<file path="config.mk">
export PLATFORM = sky130hd
export DESIGN_NAME = float_accum16
export DESIGN_NICKNAME = d
export VERILOG_FILES = /design/src/rtl/cnn_fp16_pkg.sv /design/src/rtl/floatAdd16.sv /design/src/rtl/float_accum16.sv
export SDC_FILE = /design/constraint.sdc
export NUM_CORES = 1
export LEC_CHECK = 0
export BUFFER_PORTS_ARGS = -buffer_cell sky130_fd_sc_hd__buf_2
export CORE_MARGIN = 2
export CORE_UTILIZATION = 40
export DETAILED_ROUTE_END_ITERATION = 12
export GPL_TIMING_DRIVEN = 0
export SYNTH_ARGS = -nofsm -noshare
export SYNTH_HDL_FRONTEND = slang
export SYNTH_SLANG_ARGS = --single-unit
</file>
<file path="constraint.sdc">
create_clock -name clk -period 39.1 [get_ports clk]
set_clock_uncertainty 0.05 [all_clocks]
set_input_delay 5.865 -clock clk [delete_from_list [all_inputs] [get_ports clk]]
set_output_delay 5.865 -clock clk [all_outputs]
set_load 0.01 [all_outputs]
</file>
<file path="src/rtl/cnn_fp16_pkg.sv">
// Shared FP16 constants and the accumulator state encoding.
// Imported by the window accumulator and its testbench.
package cnn_fp16_pkg;

    localparam logic [15:0] FP16_ZERO = 16'h0000;
    localparam logic [15:0] FP16_ONE  = 16'h3C00;
    localparam logic [15:0] FP16_QNAN = 16'h7E00;

    typedef enum logic [1:0] {
        IDLE = 2'd0,
        ACC  = 2'd1,
        DONE = 2'd2
    } accState_t;

endpackage

</file>
<file path="src/rtl/floatAdd16.sv">
// Combinational IEEE-754 half-precision adder, round-to-nearest-even.
// Ports: floatA, floatB (operands), sum (result).
module floatAdd16
    import cnn_fp16_pkg::*;
(
    input  logic [15:0] floatA,
    input  logic [15:0] floatB,
    output logic [15:0] sum
);

    logic        bigA;
    logic [15:0] x;
    logic [15:0] y;
    logic [4:0]  ex;
    logic [4:0]  ey;
    logic [4:0]  d;
    logic [13:0] mx;
    logic [13:0] my;
    logic [13:0] ones;
    logic [13:0] al;
    logic        stk;
    logic [14:0] s;
    logic [13:0] n;
    logic [5:0]  e;
    logic        rup;
    logic [11:0] r;

    always_comb begin
        // x always carries the larger magnitude, so it also owns the sign
        bigA = floatA[14:0] >= floatB[14:0];
        x    = bigA ? floatA : floatB;
        y    = bigA ? floatB : floatA;
        ex   = (x[14:10] == 5'd0) ? 5'd1 : x[14:10];
        ey   = (y[14:10] == 5'd0) ? 5'd1 : y[14:10];
        mx   = {x[14:10] != 5'd0, x[9:0], 3'b000};
        my   = {y[14:10] != 5'd0, y[9:0], 3'b000};
        d    = ex - ey;
        ones = '1;
        if (d >= 5'd14) begin
            al  = '0;
            stk = |my;
        end else begin
            al  = my >> d;
            stk = |(my & ~(ones << d));
        end
        al[0] = al[0] | stk;
        if (x[15] == y[15])
            s = {1'b0, mx} + {1'b0, al};
        else
            s = {1'b0, mx} - {1'b0, al};
        e = {1'b0, ex};
        if (s[14]) begin
            n = s[14:1] | {13'd0, s[0]};
            e = e + 6'd1;
        end else begin
            n = s[13:0];
            // stop at exponent 1 so tiny results stay subnormal
            for (int i = 0; i < 13; i++) begin
                if (!n[13] && e > 6'd1) begin
                    n = n << 1;
                    e = e - 6'd1;
                end
            end
        end
        rup = n[2] & (n[1] | n[0] | n[3]);
        r   = {1'b0, n[13:3]} + {11'd0, rup};
        if (r[11]) begin
            r = r >> 1;
            e = e + 6'd1;
        end
        if (x[14:10] == 5'h1F) begin
            if (x[9:0] != 10'd0 ||
                (y[14:10] == 5'h1F && x[15] != y[15]))
                sum = FP16_QNAN;
            else
                sum = x;
        end else if (s == 15'd0) begin
            sum = {x[15] & y[15], 15'd0};
        end else if (e >= 6'd31) begin
            sum = {x[15], 5'h1F, 10'd0};
        end else begin
            sum = {x[15], r[10] ? e[4:0] : 5'd0, r[9:0]};
        end
    end

endmodule

</file>
<file path="src/rtl/float_accum16.sv">
// Sums LEN FP16 terms per window and hands the result downstream.
// Ports: clk, rst_n, in_valid/in_ready/in_data, out_valid/out_ready/out_sum, busy.
module float_accum16 #(
    parameter int LEN = 9
) (
    input  logic        clk,
    input  logic        rst_n,
    input  logic        in_valid,
    output logic        in_ready,
    input  logic [15:0] in_data,
    output logic        out_valid,
    input  logic        out_ready,
    output logic [15:0] out_sum,
    output logic        busy
);
    import cnn_fp16_pkg::*;

    localparam int CW = $clog2(LEN + 1);
    localparam logic [CW-1:0] LAST = CW'(LEN - 1);

    accState_t     state;
    accState_t     stateNext;
    logic [15:0]   acc;
    logic [15:0]   accNext;
    logic [15:0]   accSum;
    logic [CW-1:0] count;
    logic [CW-1:0] countNext;
    logic [15:0]   sumNext;
    logic          beat;

    floatAdd16 u_add (
        .floatA (acc),
        .floatB (in_data),
        .sum    (accSum)
    );

    assign in_ready  = (state != DONE);
    assign out_valid = (state == DONE);
    assign busy      = (state != IDLE);
    assign beat      = in_valid & in_ready;

    always_ff @(posedge clk or negedge rst_n) begin
        if (!rst_n) begin
            state   <= IDLE;
            acc     <= FP16_ZERO;
            count   <= '0;
            out_sum <= FP16_ZERO;
        end else begin
            state   <= stateNext;
            acc     <= accNext;
            count   <= countNext;
            out_sum <= sumNext;
        end
    end

    always_comb begin
        stateNext = state;
        accNext   = acc;
        countNext = count;
        sumNext   = out_sum;
        unique case (state)
            IDLE, ACC: begin
                if (beat) begin
                    accNext   = accSum;
                    countNext = count + CW'(1);
                    stateNext = ACC;
                    if (count == LAST) begin
                        sumNext   = accSum;
                        stateNext = DONE;
                    end
                end
            end
            DONE: begin
                if (out_ready) begin
                    stateNext = IDLE;
                    accNext   = FP16_ZERO;
                    countNext = '0;
                end
            end
            default: begin
                stateNext = IDLE;
                accNext   = FP16_ZERO;
                countNext = '0;
            end
        endcase
    end

endmodule
</file>
==> out/results.ini <==
[global_routing]
first_global_vias=13490
track_usage=0.2578
gr-total-overflow=0
antenna_found_initial=1
grt_pass1_wl_um=72330
grt_max_degree=39

[worst_setup_path]
slowest_delay_ns=0.54
crit_top_cell=nor2_1
crit_buf_inv=27
worstSetupPathType=primary input to flop
cp_slowest_cell=fa_1
end_kind=flop
start_kind=primary input
critical-path-top-delay-family=compound AO/OA/AOI/OAI gates
required_ns=39.21
cp_max_fo=19
cp.arrival_ns=36.95

[logic_synthesis]
synthTopCellsByArea=mux2i_1, dfrtp_1, ha_1
syn_area_per_cell_um2=7.125
synth_ff_type=dfrtp_1
synth_top_area_frac=0.07472
syn-cell-area_um2=12860
synth_cells=1805
synth_simple_gate_area_frac=0.2633
synth_compound_gate_area_share=0.3649
synth_cell_type_count=123
ys_warn_count=0
synthMuxAreaShare=0.1266
yosys_register_bits=38
synth_fa_ha_area_frac=0.07414
yosysMostFrequentCell=nand2_1
synth_top_family_by_area=compound AO/OA/AOI/OAI gates
synth_commonest_cells=nand2_1, nor2_1, a21oi_1, o21ai_0, mux2i_1
async_flop_share=1.000
synth-xor-area-share=0.04135
synth_edf_count=0
synth_nets=1900
synth_top_area_cell=mux2i_1
synth_seq_area_share=0.07394

[cts]
cts_hold_buffers=0
clk_latency_ns=0.28
cts_tree=yes
cts-buffers-inserted=5
clkTransAtPathRegs_ns=0.06
clockRootBuffer=clkbuf_16
htreeDepth=2
clock_sinks=38
clockBufferDepth=2

[timing]
slew_viol_final=0
fin_crit_sh=0.9424
worstMarginPinSlew_ns=1.189
finalCriticalPeriod_ns=36.85
hold_slack_ns=0.4305
finalSetupViolCount=0
final-hold-violation-count=0
max_freq_mhz=27.14
relSlewSlack=0.2002
fin_ws_ns=2.253

[final_layout]
nFillCells=3285
diodes=0
area_growth_pct=8.056
drive_above_1_share=0.1360
seqCellArea_um2=950.9
multi_input_area_um2=11320
layout.nets=1947

[detailed_routing]
post_drt_wl_per_cell_um=19.69
highest_layer=met4
drc_errors=0
wl_met1_um=20610
num_vias=14500
routed_wl_um=44410
ant_nets=0
wl_met3_um=2169
dr_wl_met2_um=20780
vias_per_cell=6.431
drt_iter0_markers=1257
first_pass_iters=5

[floorplanning]
die_width_um=183.3
die-area_um2=33600
start_util=0.4065
floorplan.rows=65
die_h_um=183.3
core_um2=31640
ios=39

[place]
routabilityCongestion=0.9958
port_buffers=37
hpwl_um=35770
pre_cts_slack_ns=-1.768

[outcome]
status=finished clean

[worst_hold_path]
holdCritPathClass=flop to flop

[flow_run]
cap_violations=0

==> placed cells by master (no fill, tap or decap), types with 40 or more instances in the layout <==
cell	netlist	layout
ha_1	73	72
nor2_1	178	176
nor3_1	45	43
nand2_1	203	202
buf_2	13	50
a21oi_1	113	113
o21ai_0	106	106
nand3_1	54	54
xnor2_1	43	40
inv_1	76	76
clkbuf_1	59	44
mux2i_1	96	96
==> worst register-to-register path, delay by kind of cell, from the launching register on <==
family	cells	cell delay [ns]
compound gates	43	10.54
fa+ha+maj	17	5.15
flops	1	0.55
simple gates	37	6.52
mux	6	2.05
buf+inv	25	6.58
==> cell families after synthesis <==
| kind of cell | count (synthesis) |
|---|---|
| buf+inv | 171 |
| fa+ha+maj | 75 |
| xor+xnor | 59 |
| flops | 38 |
| simple gates | 682 |
| mux | 148 |
| compound gates | 632 |
==> per-layer routing <==
| metal | up-vias | global-route usage |
|---|---|---|
| li1 | 6978 | - |
| met1 | 6925 | 0.3635 |
| met2 | 536 | 0.4385 |
| met3 | 64 | 0.009929 |
| met4 | 0 | 0.05280 |
| met5 | - | 0 |
==> state kept, by name, summed over array words and instances, names as in the netlist <==
register,cells
acc,16
count,4
out_sum,16
state,2
==> worst paths after layout <==
path	end	slack [ns]	from	cells after the start
max	out_sum[9]$_DFFE_PN0P_	2.25	in_data[8]	130
min	out_sum[2]$_DFFE_PN0P_	0.43	out_sum[2]$_DFFE_PN0P_	2
max reg2reg	out_sum[9]$_DFFE_PN0P_	7.53	acc[8]$_DFFE_PN0P_	128
min reg2reg	out_sum[2]$_DFFE_PN0P_	0.43	out_sum[2]$_DFFE_PN0P_	2
max in group asynchronous	acc[10]$_DFFE_PN0P_	32.84	rst_n	1
min in group asynchronous	out_sum[6]$_DFFE_PN0P_	5.64	rst_n	1
==> what timing repair did <==
| item | 4_1_cts | 5_1_grt |
|---|---|---|
| setup buffers | 2 | 6 |
| setup endpoints to repair | 30 | 30 |
| pin swaps | 2 | 3 |
| gates resized for setup | 9 | 38 |
==> area by class of cell <==
type,count,area share
inverter,79,0.02134
tap,402,0.03620
clock buffer,6,0.009995
multi-input combinational,1596,0.8149
clock inverter,2,0.0009004
buffer,87,0.03061
sequential,38,0.06843
timing repair buffer,45,0.01765
==> through the flow <==
stage               cell area (um^2)  TNS [ns]  instances  utilization
finish                         13900         0       2255       0.4392
global route                   13900  -0.03659       2255       0.4392
CTS                            13750         0       2253       0.4345
detailed placement             13550    -45.43       2244       0.4282
global placement               13550    -42.21       2244       0.4282
floorplan                      12860         0       1805            -
Power is not shown: default switching activity piles up to over one toggle a cycle in this logic, so the estimate is an artifact.
